## config.mk

```make
export PLATFORM = sky130hd
export DESIGN_NAME = square_draw_arbiter
export DESIGN_NICKNAME = d
export VERILOG_FILES = /design/src/rtl/square_draw_arbiter.sv
export SDC_FILE = /design/constraint.sdc
export NUM_CORES = 1
export LEC_CHECK = 0
export ABC_CLOCK_PERIOD_IN_PS = 5500
export CAP_MARGIN = 20
export CORE_ASPECT_RATIO = 0.75
export CORE_MARGIN = 2
export CORE_UTILIZATION = 40
export DETAILED_ROUTE_END_ITERATION = 6
export PLACE_DENSITY = 0.69
export RECOVER_POWER = 100
export SYNTH_ARGS = -nofsm -noshare
export SYNTH_HDL_FRONTEND = slang
export SYNTH_SLANG_ARGS = --single-unit
export TNS_END_PERCENT = 1
```

## constraint.sdc

```tcl
create_clock -name clk -period 5.5 [get_ports clk]
set_input_delay 0.825 -clock clk [delete_from_list [all_inputs] [get_ports clk]]
set_output_delay 0.825 -clock clk [all_outputs]
set_load 0.05 [all_outputs]
```

## src/rtl/square_draw_arbiter.sv

```systemverilog
// Round-robin arbiter in front of a square drawer.
// Four requesters compete for a shared VGA pixel writer. The winner's
// coordinates and colour are latched, and a square of 2^SQ_LOG2 x 2^SQ_LOG2
// pixels is then emitted in raster order, one pixel per clock.
module square_draw_arbiter #(
    parameter int SQ_LOG2 = 2
) (
    input  logic        clk,
    input  logic        resetn,
    input  logic [3:0]  req,
    input  logic [31:0] req_x,
    input  logic [27:0] req_y,
    input  logic [11:0] req_colour,
    output logic [3:0]  grant,
    output logic [3:0]  done,
    output logic [7:0]  vga_x,
    output logic [6:0]  vga_y,
    output logic [2:0]  vga_colour,
    output logic        plot,
    output logic        busy
);

    // The pixel counter holds {yoff, xoff}, so X advances fastest.
    localparam int CW = 2 * SQ_LOG2;
    localparam logic [CW-1:0] CNT_LAST = '1;

    typedef enum logic [1:0] {
        ST_IDLE,
        ST_LOAD,
        ST_DRAW,
        ST_DONE
    } state_t;

    state_t          state_q;
    logic [1:0]      rr_q;        // index with highest priority next time
    logic [1:0]      win_q;       // index of the current owner
    logic [3:0]      grant_q;
    logic [3:0]      done_q;
    logic [7:0]      x_lat_q;
    logic [6:0]      y_lat_q;
    logic [2:0]      col_lat_q;
    logic [CW-1:0]   cnt_q;
    logic [7:0]      vga_x_q;
    logic [6:0]      vga_y_q;
    logic [2:0]      vga_colour_q;
    logic            plot_q;

    logic [1:0]      win_d;
    logic [CW-1:0]   cnt_d;
    logic [7:0]      px_x_d;
    logic [6:0]      px_y_d;

    // Per-requester views of the packed request fields.
    logic [7:0] x_arr   [4];
    logic [6:0] y_arr   [4];
    logic [2:0] col_arr [4];

    genvar gi;
    generate
        for (gi = 0; gi < 4; gi++) begin : g_unpack
            assign x_arr[gi]   = req_x[8*gi +: 8];
            assign y_arr[gi]   = req_y[7*gi +: 7];
            assign col_arr[gi] = req_colour[3*gi +: 3];
        end
    endgenerate

    // Round-robin pick: first asserted request at or after rr_q, wrapping.
    // Scanning from the far end lets the nearest candidate overwrite the rest.
    always_comb begin
        win_d = rr_q;
        for (int k = 3; k >= 0; k--) begin
            if (req[rr_q + 2'(k)]) begin
                win_d = rr_q + 2'(k);
            end
        end
    end

    // Coordinates of the pixel that follows the one currently on the bus;
    // additions are left to wrap at the VGA coordinate widths.
    always_comb begin
        cnt_d  = cnt_q + CW'(1);
        px_x_d = x_lat_q + 8'(cnt_d[SQ_LOG2-1:0]);
        px_y_d = y_lat_q + 7'(cnt_d[CW-1:SQ_LOG2]);
    end

    // Control FSM with registered outputs; the VGA bus is only updated in DRAW
    // so it keeps the last pixel between squares.
    always_ff @(posedge clk or negedge resetn) begin
        if (!resetn) begin
            state_q      <= ST_IDLE;
            rr_q         <= '0;
            win_q        <= '0;
            grant_q      <= '0;
            done_q       <= '0;
            x_lat_q      <= '0;
            y_lat_q      <= '0;
            col_lat_q    <= '0;
            cnt_q        <= '0;
            vga_x_q      <= '0;
            vga_y_q      <= '0;
            vga_colour_q <= '0;
            plot_q       <= 1'b0;
        end else begin
            case (state_q)
                ST_IDLE: begin
                    if (|req) begin
                        state_q   <= ST_LOAD;
                        win_q     <= win_d;
                        grant_q   <= 4'b0001 << win_d;
                        x_lat_q   <= x_arr[win_d];
                        y_lat_q   <= y_arr[win_d];
                        col_lat_q <= col_arr[win_d];
                    end
                end
                ST_LOAD: begin
                    state_q      <= ST_DRAW;
                    cnt_q        <= '0;
                    plot_q       <= 1'b1;
                    vga_x_q      <= x_lat_q;
                    vga_y_q      <= y_lat_q;
                    vga_colour_q <= col_lat_q;
                end
                ST_DRAW: begin
                    if (cnt_q == CNT_LAST) begin
                        state_q <= ST_DONE;
                        plot_q  <= 1'b0;
                        done_q  <= grant_q;
                    end else begin
                        cnt_q   <= cnt_d;
                        vga_x_q <= px_x_d;
                        vga_y_q <= px_y_d;
                    end
                end
                ST_DONE: begin
                    state_q <= ST_IDLE;
                    done_q  <= '0;
                    grant_q <= '0;
                    rr_q    <= win_q + 2'd1;
                end
                default: begin
                    state_q <= ST_IDLE;
                end
            endcase
        end
    end

    assign grant      = grant_q;
    assign done       = done_q;
    assign vga_x      = vga_x_q;
    assign vga_y      = vga_y_q;
    assign vga_colour = vga_colour_q;
    assign plot       = plot_q;
    assign busy       = (state_q != ST_IDLE);

endmodule

```

# Word-level counts from Yosys, hierarchy flattened
# Cells that the tools add are included.
dict set report op_classes {
  reduce_logical 12
  n_shift 1
  n_eq_ne 7
  muxes 36
  magnitude_cmp 5
  bitwise 1
  n_addsub 7
}
# operator count
set op_table {}
lappend op_table {{2-to-1 mux 8 bit} 3}
lappend op_table {{one-hot mux 4 bit (2 select lines)} 3}
lappend op_table {{2-to-1 mux 7 bit} 3}
lappend op_table {{binary-select mux 8 bit (select 2 bit)} 1}
lappend op_table {{one-hot mux 8 bit (2 select lines)} 1}
lappend op_table {{binary-select mux 7 bit (select 2 bit)} 1}
lappend op_table {{one-hot mux 7 bit (2 select lines)} 1}
lappend op_table {{less-than comparator 2 x 3 -> 1 bit (second input constant)} 4}
lappend op_table {{2-to-1 mux 2 bit} 6}
lappend op_table {{2-to-1 mux 4 bit} 3}
lappend op_table {{AND reduction 2 bit} 6}
lappend op_table {{adder 8 x 2 -> 8 bit} 1}
lappend op_table {{binary-select mux 1 bit (select 2 bit)} 4}
lappend op_table {{one-hot mux 2 bit (4 select lines)} 1}
lappend op_table {{nonzero test 2 bit} 4}
lappend op_table {{adder 7 x 2 -> 7 bit} 1}
lappend op_table {{binary-select mux 3 bit (select 2 bit)} 1}
lappend op_table {{2-to-1 mux 3 bit} 2}
lappend op_table {{inequality test 2 bit (second input constant)} 3}
lappend op_table {{2-to-1 mux 1 bit} 5}
lappend op_table {{adder 2 x 1 -> 2 bit (second input constant)} 2}
lappend op_table {{adder 2 bit (second input constant)} 2}
lappend op_table {{adder 4 x 1 -> 4 bit (second input constant)} 1}
lappend op_table {{equality test 2 bit (second input constant)} 2}
lappend op_table {{8 further kinds} 8}
dict set report totals {
  out_inout_bits 28
  regBits 55
  elab_cells 82
  input_bits 78
}

# Logic depth before layout (Yosys ltp)
# Gate-level depths: netlist of the first run.
dict set report logic_depth {
  depth_word 11
  ltp_mapped 9
  depth_no_buf 9
}

# Worst setup path after synthesis of the first run
# Ideal clock, no wire load.
dict set report synth_path {
  kind {input-to-reg}
  from {input port req[1]}
  to {register col_lat_q[1]}
  slack_ps 3262
  n_path_buf 3
  arrival_time_ps 2109
  stages 8
  setup_ps 129
  t_required_ps 5371
  cell_sequence {buf_6 -> nor3b_1 -> a311o_1 -> buf_6 -> a22o_1 -> buf_6 -> a221oi_2 -> a21oi_1}
}
dict set report synth_between {
  elab_chain_len 10
  word_cells_on_any_way 18
  classes_between {15 x mux; 1 x bitwise; 2 x reduce/logical}
}
# element line_no
set synth_rtl {}
lappend synth_rtl {{start, declared} 10} ;# input logic [3:0] req,
lappend synth_rtl {{binary-select mux 1 bit (select 2 bit)} 72} ;# if (req[rr_q + 2'(k)]) begin
lappend synth_rtl {{2-to-1 mux 1 bit (implied by the code)} 72}
lappend synth_rtl {{2-to-1 mux 2 bit (4 in series)} 72}
lappend synth_rtl {{NOT 2 -> 3 bit (implied by the code)} 112} ;# col_lat_q <= col_arr[win_d];
lappend synth_rtl {{binary-select mux 3 bit (select 2 bit)} 112}
lappend synth_rtl {{2-to-1 mux 3 bit (implied by the code) (2 in series)} 112}
lappend synth_rtl {{end signal, assigned} 112}
lappend synth_rtl {{end, declared} 41} ;# logic [2:0] col_lat_q;
# Several ways; a longest one is shown, not always the timed one. The select of a mux whose other input is x is not followed.
# A chain may end at the register's enable or synchronous reset.

# Worst setup path after layout of the first run
dict set report layout_path {
  from {input port req[3]}
  to {register y_lat_q[1]}
}
dict set report layout_between {
  elab_chain_len 10
  word_cells_on_any_way 18
  classes_between {15 x mux; 1 x bitwise; 2 x reduce/logical}
}
# element line_no
set layout_rtl {}
lappend layout_rtl {{binary-select mux 1 bit (select 2 bit)} 72}
lappend layout_rtl {{2-to-1 mux 1 bit (implied by the code)} 72}
lappend layout_rtl {{2-to-1 mux 2 bit (4 in series)} 72}
lappend layout_rtl {{NOT 2 -> 3 bit (implied by the code)} 111} ;# y_lat_q <= y_arr[win_d];
lappend layout_rtl {{binary-select mux 7 bit (select 2 bit)} 111}
lappend layout_rtl {{2-to-1 mux 7 bit (implied by the code) (2 in series)} 111}
lappend layout_rtl {{end signal, assigned} 111}
lappend layout_rtl {{end, declared} 40} ;# logic [6:0] y_lat_q;
# Several ways; a longest one is shown, not always the timed one. The select of a mux whose other input is x is not followed.

==> results of run 1 <==
## cell usage after synthesis (6+ instances only)
cell,instances,area (um2)
clkbuf_1,16,60.1
nor2_1,34,128
a21oi_1,21,105
nand2_1,35,131
a31oi_1,9,56.3
buf_2,7,35.0
mux2i_1,22,220
nand3_1,17,85.1
a221oi_2,9,135
o22ai_1,9,56.3
xnor2_1,6,52.6
a41o_1,9,90.1
ha_1,9,113
inv_1,10,37.5
o21ai_1,27,135
dfrtp_1,55,1380
a221oi_1,9,78.8
a22o_1,11,96.3
xor2_1,9,78.8
nor2b_1,6,37.5
o21ai_0,17,85.1
## stage by stage
step	std cells	hold WS, ps
after global routing	596	510
after global placement	587	471
after CTS	595	496
after floorplan	397	463
final	596	480
after detailed placement	587	478
## worst max-delay path, cell delays in order
cell and delay (ps):
dlygate4sd3_1 830, inv_1 260, nor3_1 930, or2_0 640
a221oi_1 200, a21oi_1 180
## metal layers
metal  vias up  part of all wire
met2       156              0.45
met5         -                 0
met4         0            0.0046
li1       1643                 -
met1      1670              0.46
met3         6             0.082
## state kept, by name, indices dropped and copies added, names as in the netlist, 3 cells and up
name / flops
vga_x: 8
x_lat_q: 8
vga_y: 7
y_lat_q: 7
cnt_q: 4
done: 4
grant: 4
col_lat_q: 3
vga_colour: 3
## where the power goes
part | total (mW) | internal (mW) | switching [mW]
clock | 0.369 | 0.217 | 0.152
sequential | 0.781 | 0.590 | 0.191
combinational | 1.59 | 0.611 | 0.980
## kinds of logic after synthesis
logic type	share of synthesized area
AO/OA/AOI/OAI	0.267
AND/OR/NAND/NOR	0.146
flip-flops	0.378
buffers and inverters	0.0581
multiplexers	0.0729
XOR/XNOR	0.0361
adder cells (fa/ha/maj)	0.0420
## cell type report
| type | count | share of cell area |
|---|---|---|
| Sequential cell | 55 | 0.284 |
| Clock buffer | 5 | 0.0259 |
| Inverter | 11 | 0.00853 |
| Multi-Input combinational cell | 300 | 0.416 |
| Timing Repair Buffer | 110 | 0.226 |
| Tap cell | 112 | 0.0290 |
| Clock inverter | 3 | 0.00957 |
## worst max path at each step
stage | endpoint | slack, ps | cells past startpoint
after CTS | y_lat_q[1]$_DFFE_PN0P_ | 2290 | 6
after floorplan | col_lat_q[1]$_DFFE_PN0P_ | 3260 | 8
after detailed placement | y_lat_q[1]$_DFFE_PN0P_ | 2010 | 6
final | y_lat_q[1]$_DFFE_PN0P_ | 1830 | 6
after global placement | x_lat_q[6]$_DFFE_PN0P_ | 2010 | 6
after global routing | vga_colour[1]$_DFFE_PN0P_ | 1550 | 2
==> run_results.csv, run 1 <==
group,metric,value,unit
grt,track_usage,0.215,
cts,cts_resized,0,
logic_synthesis,syn_inst,397,
placed_design,placed_area,0.00469,mm2
grt,grt_pass1_vias,3371,
logic_synthesis,ys_seq_area_frac,0.378,
timing,setup_viol,0,
grt,antenna_found_initial,0,
placed_design,dp_slack,2010,ps
finish,synthToLayoutAreaGrowth,33.0,%
placed_design,hpwl,7390,um
timing,skew,6.27,ps
timing,fmax,0.273,GHz
cts,clockRootBuffer,"clkbuf_16",
hold_path,hp-class,"reg2reg",
route,num_vias,3475,
cts,cts_buffers,5,
grt,grt_max_degree,56,
route,routed_wl,10500,um
placed_design,port_buffers,105,
cts,clock_latency,290,ps
finish,diodes,0,
cts,clk_pin_slew,70,ps
setup_path,timing.rr.start,"rr_q[0]$_DFFE_PN0P_",
cts,hold_buffers,0,
setup_path,start_kind,"primary input",
logic_synthesis,yosysUniqueCellTypes,52,
logic_synthesis,ys_seq_elements,55,
timing,period_needed,3670,ps
finish,fin_nets,572,
finish,multiInputGateArea,0.00201,mm2
cts,cts_tree,"yes",
cts,post-cts-setup-buffers,0,
setup_path,crit_fanout,14,
pwr,p_per_area,566,mW/mm2
pwr,power.total,2.74,mW
logic_synthesis,synth-main-ff-cell,"dfrtp_1",
route,antenna_left,0,
pwr,p_leak,2.05,nW
timing,rsz0062_at_grt,"false",
die,rows,30,
finish,design_area,0.00484,mm2
route,drcViolationCount,0,
hold_path,holdPathEnd,"vga_x[4]$_DFFE_PN0P_",
die,fp.dieW,114,um
setup_path,r2r_end,"y_lat_q[1]$_DFFE_PN0P_",
die,initial_core_util,0.407,
finish,ff_latch_area,0.00138,mm2
pwr,ir_drop,0.000227,V
timing,worst_pin_slew,2980,ps
grt,grt_pass1_wl,17000,um
finish,final_cell_mix,"clkdlybuf4s50_1 (74), dfrtp_1 (55), o21ai_0 (36)",
setup_path,arrival,3880,ps
die,die-area,0.00988,mm2
grt,grt.busiest_layer,"met2",
setup_path,required,5710,ps
route,drt_first_pass_iters,4,
route,vias_per_cell,5.83,
timing,hold_violations,0,
timing,setup_slack,1830,ps
grt,grt.met3_usage,0.0462,
cts,clock-sinks,55,
setup_path,end_kind,"flip-flop",
logic_synthesis,postSynthAreaPerCell,9.16,um2
grt,grt.overflow.total,0,
die,io_pins,106,
setup_path,r2r_cells,5,
grt,grt_use_met1,0.315,
die,die_h,86.6,um
route,drtIter0Drc,293,
setup_path,startpoint,"req[3]",
timing,tns,0,ps
timing,slew_violations,56,
finish,post-route-util,0.542,
timing,period_share,0.667,
placed_design,gp_congestion,0.834,
grt,grt_util_met2,0.335,
outcome,violations,"max-capacitance violations, max-slew violations",
finish,layout_commonest_cell,"clkdlybuf4s50_1",
logic_synthesis,ys_warn_count,0,
finish,nFillCells,837,
route,wl_per_cell,17.6,um
hold_path,min_from,"vga_x[4]$_DFFE_PN0P_",
flow_run,maxCapViolCount,1,
finish,drive_gt1_frac,0.0496,
setup_path,ff2ff_setup_slack,2440,ps
cts,htreeDepth,2,
logic_synthesis,synthArstFlopShare,1.00,
outcome,outcome,"complete, but fails checks",
logic_synthesis,synth_area,0.00364,mm2
setup_path,criticalPathCategory,"in2reg",
logic_synthesis,synth-edff-count,0,
hold_path,min_path_cells,2,
cts,clockBufferDepth,2,
timing,slew_headroom,-0.990,
die,core-area,0.00893,mm2
logic_synthesis,synth_nets,486,
(Power assumes the default switching activity.)
==> inputs of run 2 (changes only) <==
Settings changed: ABC_CLOCK_PERIOD_IN_PS 5500 to 3100, PLACE_DENSITY 0.69 to 0.72.
Clock period 5.5 ns to 3.1 ns, I/O delays scaled along.
==> run_results.csv, run 2 (synthesis results as in run 1) <==
group,metric,value,unit
die,rows,30,
route,drt_first_pass_iters,5,
hold_path,holdPathEnd,"vga_x[0]$_DFFE_PN0P_",
cts,clock-sinks,55,
timing,tns,0,ps
cts,hold_buffers,0,
cts,cts_resized,0,
setup_path,cpPeakStageDelay,700,ps
finish,layout_commonest_cell,"clkdlybuf4s50_1",
timing,skew,6.85,ps
placed_design,hpwl,7690,um
cts,htreeDepth,2,
setup_path,arrival,2870,ps
timing,fmax,0.376,GHz
placed_design,dp_slack,321,ps
grt,track_usage,0.215,
setup_path,crit_fanout,20,
hold_path,min_from,"vga_x[0]$_DFFE_PN0P_",
timing,period_share,0.859,
finish,ff_latch_area,0.00138,mm2
route,vias_per_cell,5.83,
die,die-area,0.00988,mm2
setup_path,path_cells,"dlygate4sd3_1, nor2_1, a21o_1, clkbuf_1, a221oi_1, o22ai_1",
timing,slew_violations,0,
route,routed_wl,10600,um
placed_design,gp_congestion,0.817,
die,io_pins,106,
setup_path,crit_slowest_cell,"dlygate4sd3_1",
route,drtIter0Drc,203,
placed_design,placed_area,0.00477,mm2
die,fp.dieW,114,um
setup_path,required,3310,ps
setup_path,criticalPathCategory,"in2reg",
cts,clockRootBuffer,"clkbuf_16",
cts,cts_tree,"yes",
grt,grt_pass1_wl,16900,um
finish,fin_nets,584,
die,initial_core_util,0.407,
finish,diodes,0,
setup_path,r2r_cells,5,
finish,synthToLayoutAreaGrowth,35.5,%
flow_run,maxCapViolCount,0,
grt,grt_max_degree,45,
setup_path,timing.rr.start,"rr_q[0]$_DFFE_PN0P_",
finish,drive_gt1_frac,0.0786,
finish,final_cell_mix,"clkdlybuf4s50_1 (74), dfrtp_1 (55), nand2_1 (35), o21ai_0 (35), nor2_1 (34)",
placed_design,port_buffers,105,
timing,setup_viol,0,
die,die_h,86.6,um
grt,grt_pass1_vias,3378,
cts,post-cts-setup-buffers,0,
timing,rsz0062_at_grt,"false",
timing,worst_pin_slew,812,ps
route,wl_per_cell,17.4,um
cts,clk_pin_slew,70,ps
timing,period_needed,2660,ps
finish,multiInputGateArea,0.00206,mm2
timing,hold_violations,0,
finish,nFillCells,839,
hold_path,min_path_cells,2,
finish,post-route-util,0.552,
pwr,ir_drop,0.000460,V
pwr,p_per_area,983,mW/mm2
cts,clock_latency,290,ps
grt,grt.overflow.total,0,
timing,setup_slack,438,ps
cts,cts_buffers,5,
grt,antenna_found_initial,0,
setup_path,end_kind,"flip-flop",
die,core-area,0.00893,mm2
cts,clockBufferDepth,2,
timing,slew_headroom,0.459,
hold_path,hp-class,"reg2reg",
route,num_vias,3547,
setup_path,start_kind,"primary input",
pwr,p_leak,2.10,nW
setup_path,r2r_end,"col_lat_q[0]$_DFFE_PN0P_",
finish,design_area,0.00493,mm2
route,drcViolationCount,0,
setup_path,ff2ff_setup_slack,670,ps
outcome,outcome,"complete, no violations",
route,antenna_left,0,
==> run 2: changes by cell type in the layout (fill, tap and decap cells not counted), moves of 4 or more <==
cell,previous run,this run
a221oi_1,16,9
clkbuf_1,2,6
buf_4,2,11
a221oi_2,2,9
==> run 2: area by class of cell <==
type | count | area share
sequential | 55 | 0.279
timing repair buffer | 122 | 0.238
inverter | 11 | 0.00838
multi-input combinational | 300 | 0.418
tap | 112 | 0.0284
clock inverter | 2 | 0.00254
clock buffer | 6 | 0.0261
==> run 2: how the worst max path moves through the flow <==
stage	start	to	slack (ps)	cells after the start
final	req[1]	y_lat_q[3]$_DFFE_PN0P_	440	6
after global routing	req[3]	x_lat_q[4]$_DFFE_PN0P_	260	6
after CTS	state_q[0]$_DFFE_PN0P_	busy	600	4
after detailed placement	req[3]	y_lat_q[5]$_DFFE_PN0P_	320	6
after global placement	req[1]	y_lat_q[3]$_DFFE_PN0P_	360	6
after floorplan	cnt_q[0]$_DFFE_PN0P_	vga_y[6]$_DFFE_PN0P_	990	9
==> run 2: metal layers <==
layer	wire, um	GRT usage	share of wire	vias up
met5	0	0	0	-
met3	735	0.0483	0.070	11
li1	-	-	-	1661
met1	4850	0.308	0.46	1739
met4	129	0.0477	0.012	0
met2	4850	0.336	0.46	136
==> run 2: critical path: cells and delay by family <==
family / cells / cell delay [ps]
compound gates: 3 / 970
simple gates: 1 / 380
buf+inv: 2 / 1050
==> run 2: power breakdown <==
part	internal [mW]	total, mW	switching [mW]
sequential	1.05	1.38	0.336
combinational	1.12	2.90	1.78
clock	0.299	0.559	0.260
==> run 2: metrics by stage <==
step,std cells,power [mW],hold WS [ps]
2_1_floorplan,397,3.48,169
3_3_place_gp,598,4.29,471
3_5_place_dp,598,4.39,474
4_1_cts,606,4.96,373
5_1_grt,608,5.22,512
6_report,608,4.85,482
==> inputs of run 3 (changes only) <==
Settings changed: CAP_MARGIN 20 to 40, RECOVER_POWER 100 to 25.
==> run_results.csv, run 3 (synthesis results as in run 1) <==
group,metric,value,unit
die,io_pins,106,
outcome,outcome,"complete, but fails checks",
route,antenna_left,0,
setup_path,crit_fanout,19,
route,wl_per_cell,17.1,um
cts,hold_buffers,0,
setup_path,required,3270,ps
hold_path,hp-class,"in2async",
grt,grt_pass1_wl,16400,um
finish,drive_gt1_frac,0.0848,
route,drt_first_pass_iters,5,
timing,slew_headroom,-0.236,
finish,fin_nets,583,
die,fp.dieW,114,um
timing,rsz0062_at_grt,"false",
die,rows,30,
setup_path,arrival,2710,ps
timing,skew,6.23,ps
setup_path,start_kind,"primary input",
pwr,ir_drop,0.000374,V
timing,worst_pin_slew,1850,ps
grt,grt.overflow.total,0,
route,drcViolationCount,0,
setup_path,crit_path_end,"y_lat_q[4]$_DFFE_PN0P_",
cts,clk_pin_slew,70,ps
timing,fmax,0.395,GHz
setup_path,criticalPathCategory,"in2reg",
route,vias_per_cell,5.69,
setup_path,startpoint,"req[3]",
cts,post-cts-setup-buffers,0,
cts,clock-sinks,55,
route,routed_wl,10400,um
timing,period_share,0.817,
flow_run,maxCapViolCount,1,
route,num_vias,3454,
grt,track_usage,0.210,
timing,hold_violations,0,
setup_path,r2r_cells,5,
timing,slew_violations,34,
cts,cts_buffers,5,
placed_design,gp_congestion,0.817,
cts,clock_latency,290,ps
route,drtIter0Drc,173,
pwr,p_per_area,1010,mW/mm2
cts,htreeDepth,2,
timing,setup_viol,0,
setup_path,r2r_end,"y_lat_q[4]$_DFFE_PN0P_",
placed_design,port_buffers,105,
die,die_h,86.6,um
setup_path,ff2ff_setup_slack,710,ps
finish,design_area,0.00492,mm2
die,initial_core_util,0.407,
setup_path,timing.rr.start,"rr_q[0]$_DFFE_PN0P_",
cts,clockBufferDepth,2,
die,die-area,0.00988,mm2
placed_design,placed_area,0.00479,mm2
route,wl_met2,4640,um
grt,grt_max_degree,34,
route,wl_met3,815,um
finish,synthToLayoutAreaGrowth,35.2,%
route,topRoutingLayerUsed,"met4",
setup_path,end_kind,"flip-flop",
cts,cts_resized,0,
outcome,violations,"max-capacitance violations, max-slew violations",
cts,clockRootBuffer,"clkbuf_16",
die,core-area,0.00893,mm2
finish,layout_commonest_cell,"clkdlybuf4s50_1",
placed_design,hpwl,7720,um
timing,hold_slack,165,ps
timing,tns,0,ps
grt,grt_pass1_vias,3241,
cts,cts_tree,"yes",
pwr,p_leak,2.08,nW
route,drt-met1-wl,4810,um
finish,diodes,0,
grt,antenna_found_initial,0,
finish,final_cell_mix,"clkdlybuf4s50_1 (104), dfrtp_1 (55), nand2_1 (35)",
timing,period_needed,2530,ps
==> run 3: cell types whose count changed in the layout (fill, tap and decap cells not counted), sizes merged <==
| cell | before | now |
|---|---|---|
| clkdlybuf4s50 | 74 | 104 |
| clkbuf | 11 | 8 |
| buf | 12 | 15 |
| dlygate4sd3 | 31 | 0 |
==> run 3: power breakdown <==
part	leakage, nW	total [mW]	switching, mW	internal, mW
logic	1.35	2.99	1.79	1.21
clock network	0.0669	0.559	0.260	0.299
registers	0.655	1.39	0.348	1.05
==> run 3: stage by stage <==
step	power, mW	worst slack (ps)	std cells	util
floorplan	3.48	993	397	-
global placement	4.29	365	598	0.534
detailed placement	4.39	319	599	0.537
CTS	4.96	590	607	0.553
global route	5.31	353	607	0.551
finish	4.95	567	607	0.551
==> run 3: layout make-up <==
type,instances,area (um2)
clock inverters,2,12.5
inverters,11,41.3
clock buffers,6,129
repair buffers,121,1160
well taps,112,140
fillers,841,4020
flip-flops and latches,55,1380
multi-input cells,300,2060
==> run 3: critical path, cell delays in order <==
cell	delay [ps]
clkdlybuf4s50_1	740
inv_1	220
a21oi_1	210
o221a_1	750
a41o_1	270
a21oi_1	50
==> run 3: worst min-delay path by stage <==
stage,startpoint,to,cells past startpoint
3_3_place_gp,vga_x[0]$_DFFE_PN0P_,vga_x[0]$_DFFE_PN0P_,2
6_report,resetn,y_lat_q[2]$_DFFE_PN0P_,1
2_1_floorplan,resetn,cnt_q[0]$_DFFE_PN0P_,0
4_1_cts,resetn,vga_y[2]$_DFFE_PN0P_,1
5_1_grt,resetn,y_lat_q[2]$_DFFE_PN0P_,1
3_5_place_dp,resetn,vga_y[0]$_DFFE_PN0P_,1
==> run 3: per-layer routing <==
layer / global-route usage / vias to the layer above
met3: 0.0490 / 11
met5: 0 / -
met4: 0.0510 / 0
met1: 0.302 / 1639
met2: 0.322 / 143
li1: - / 1661
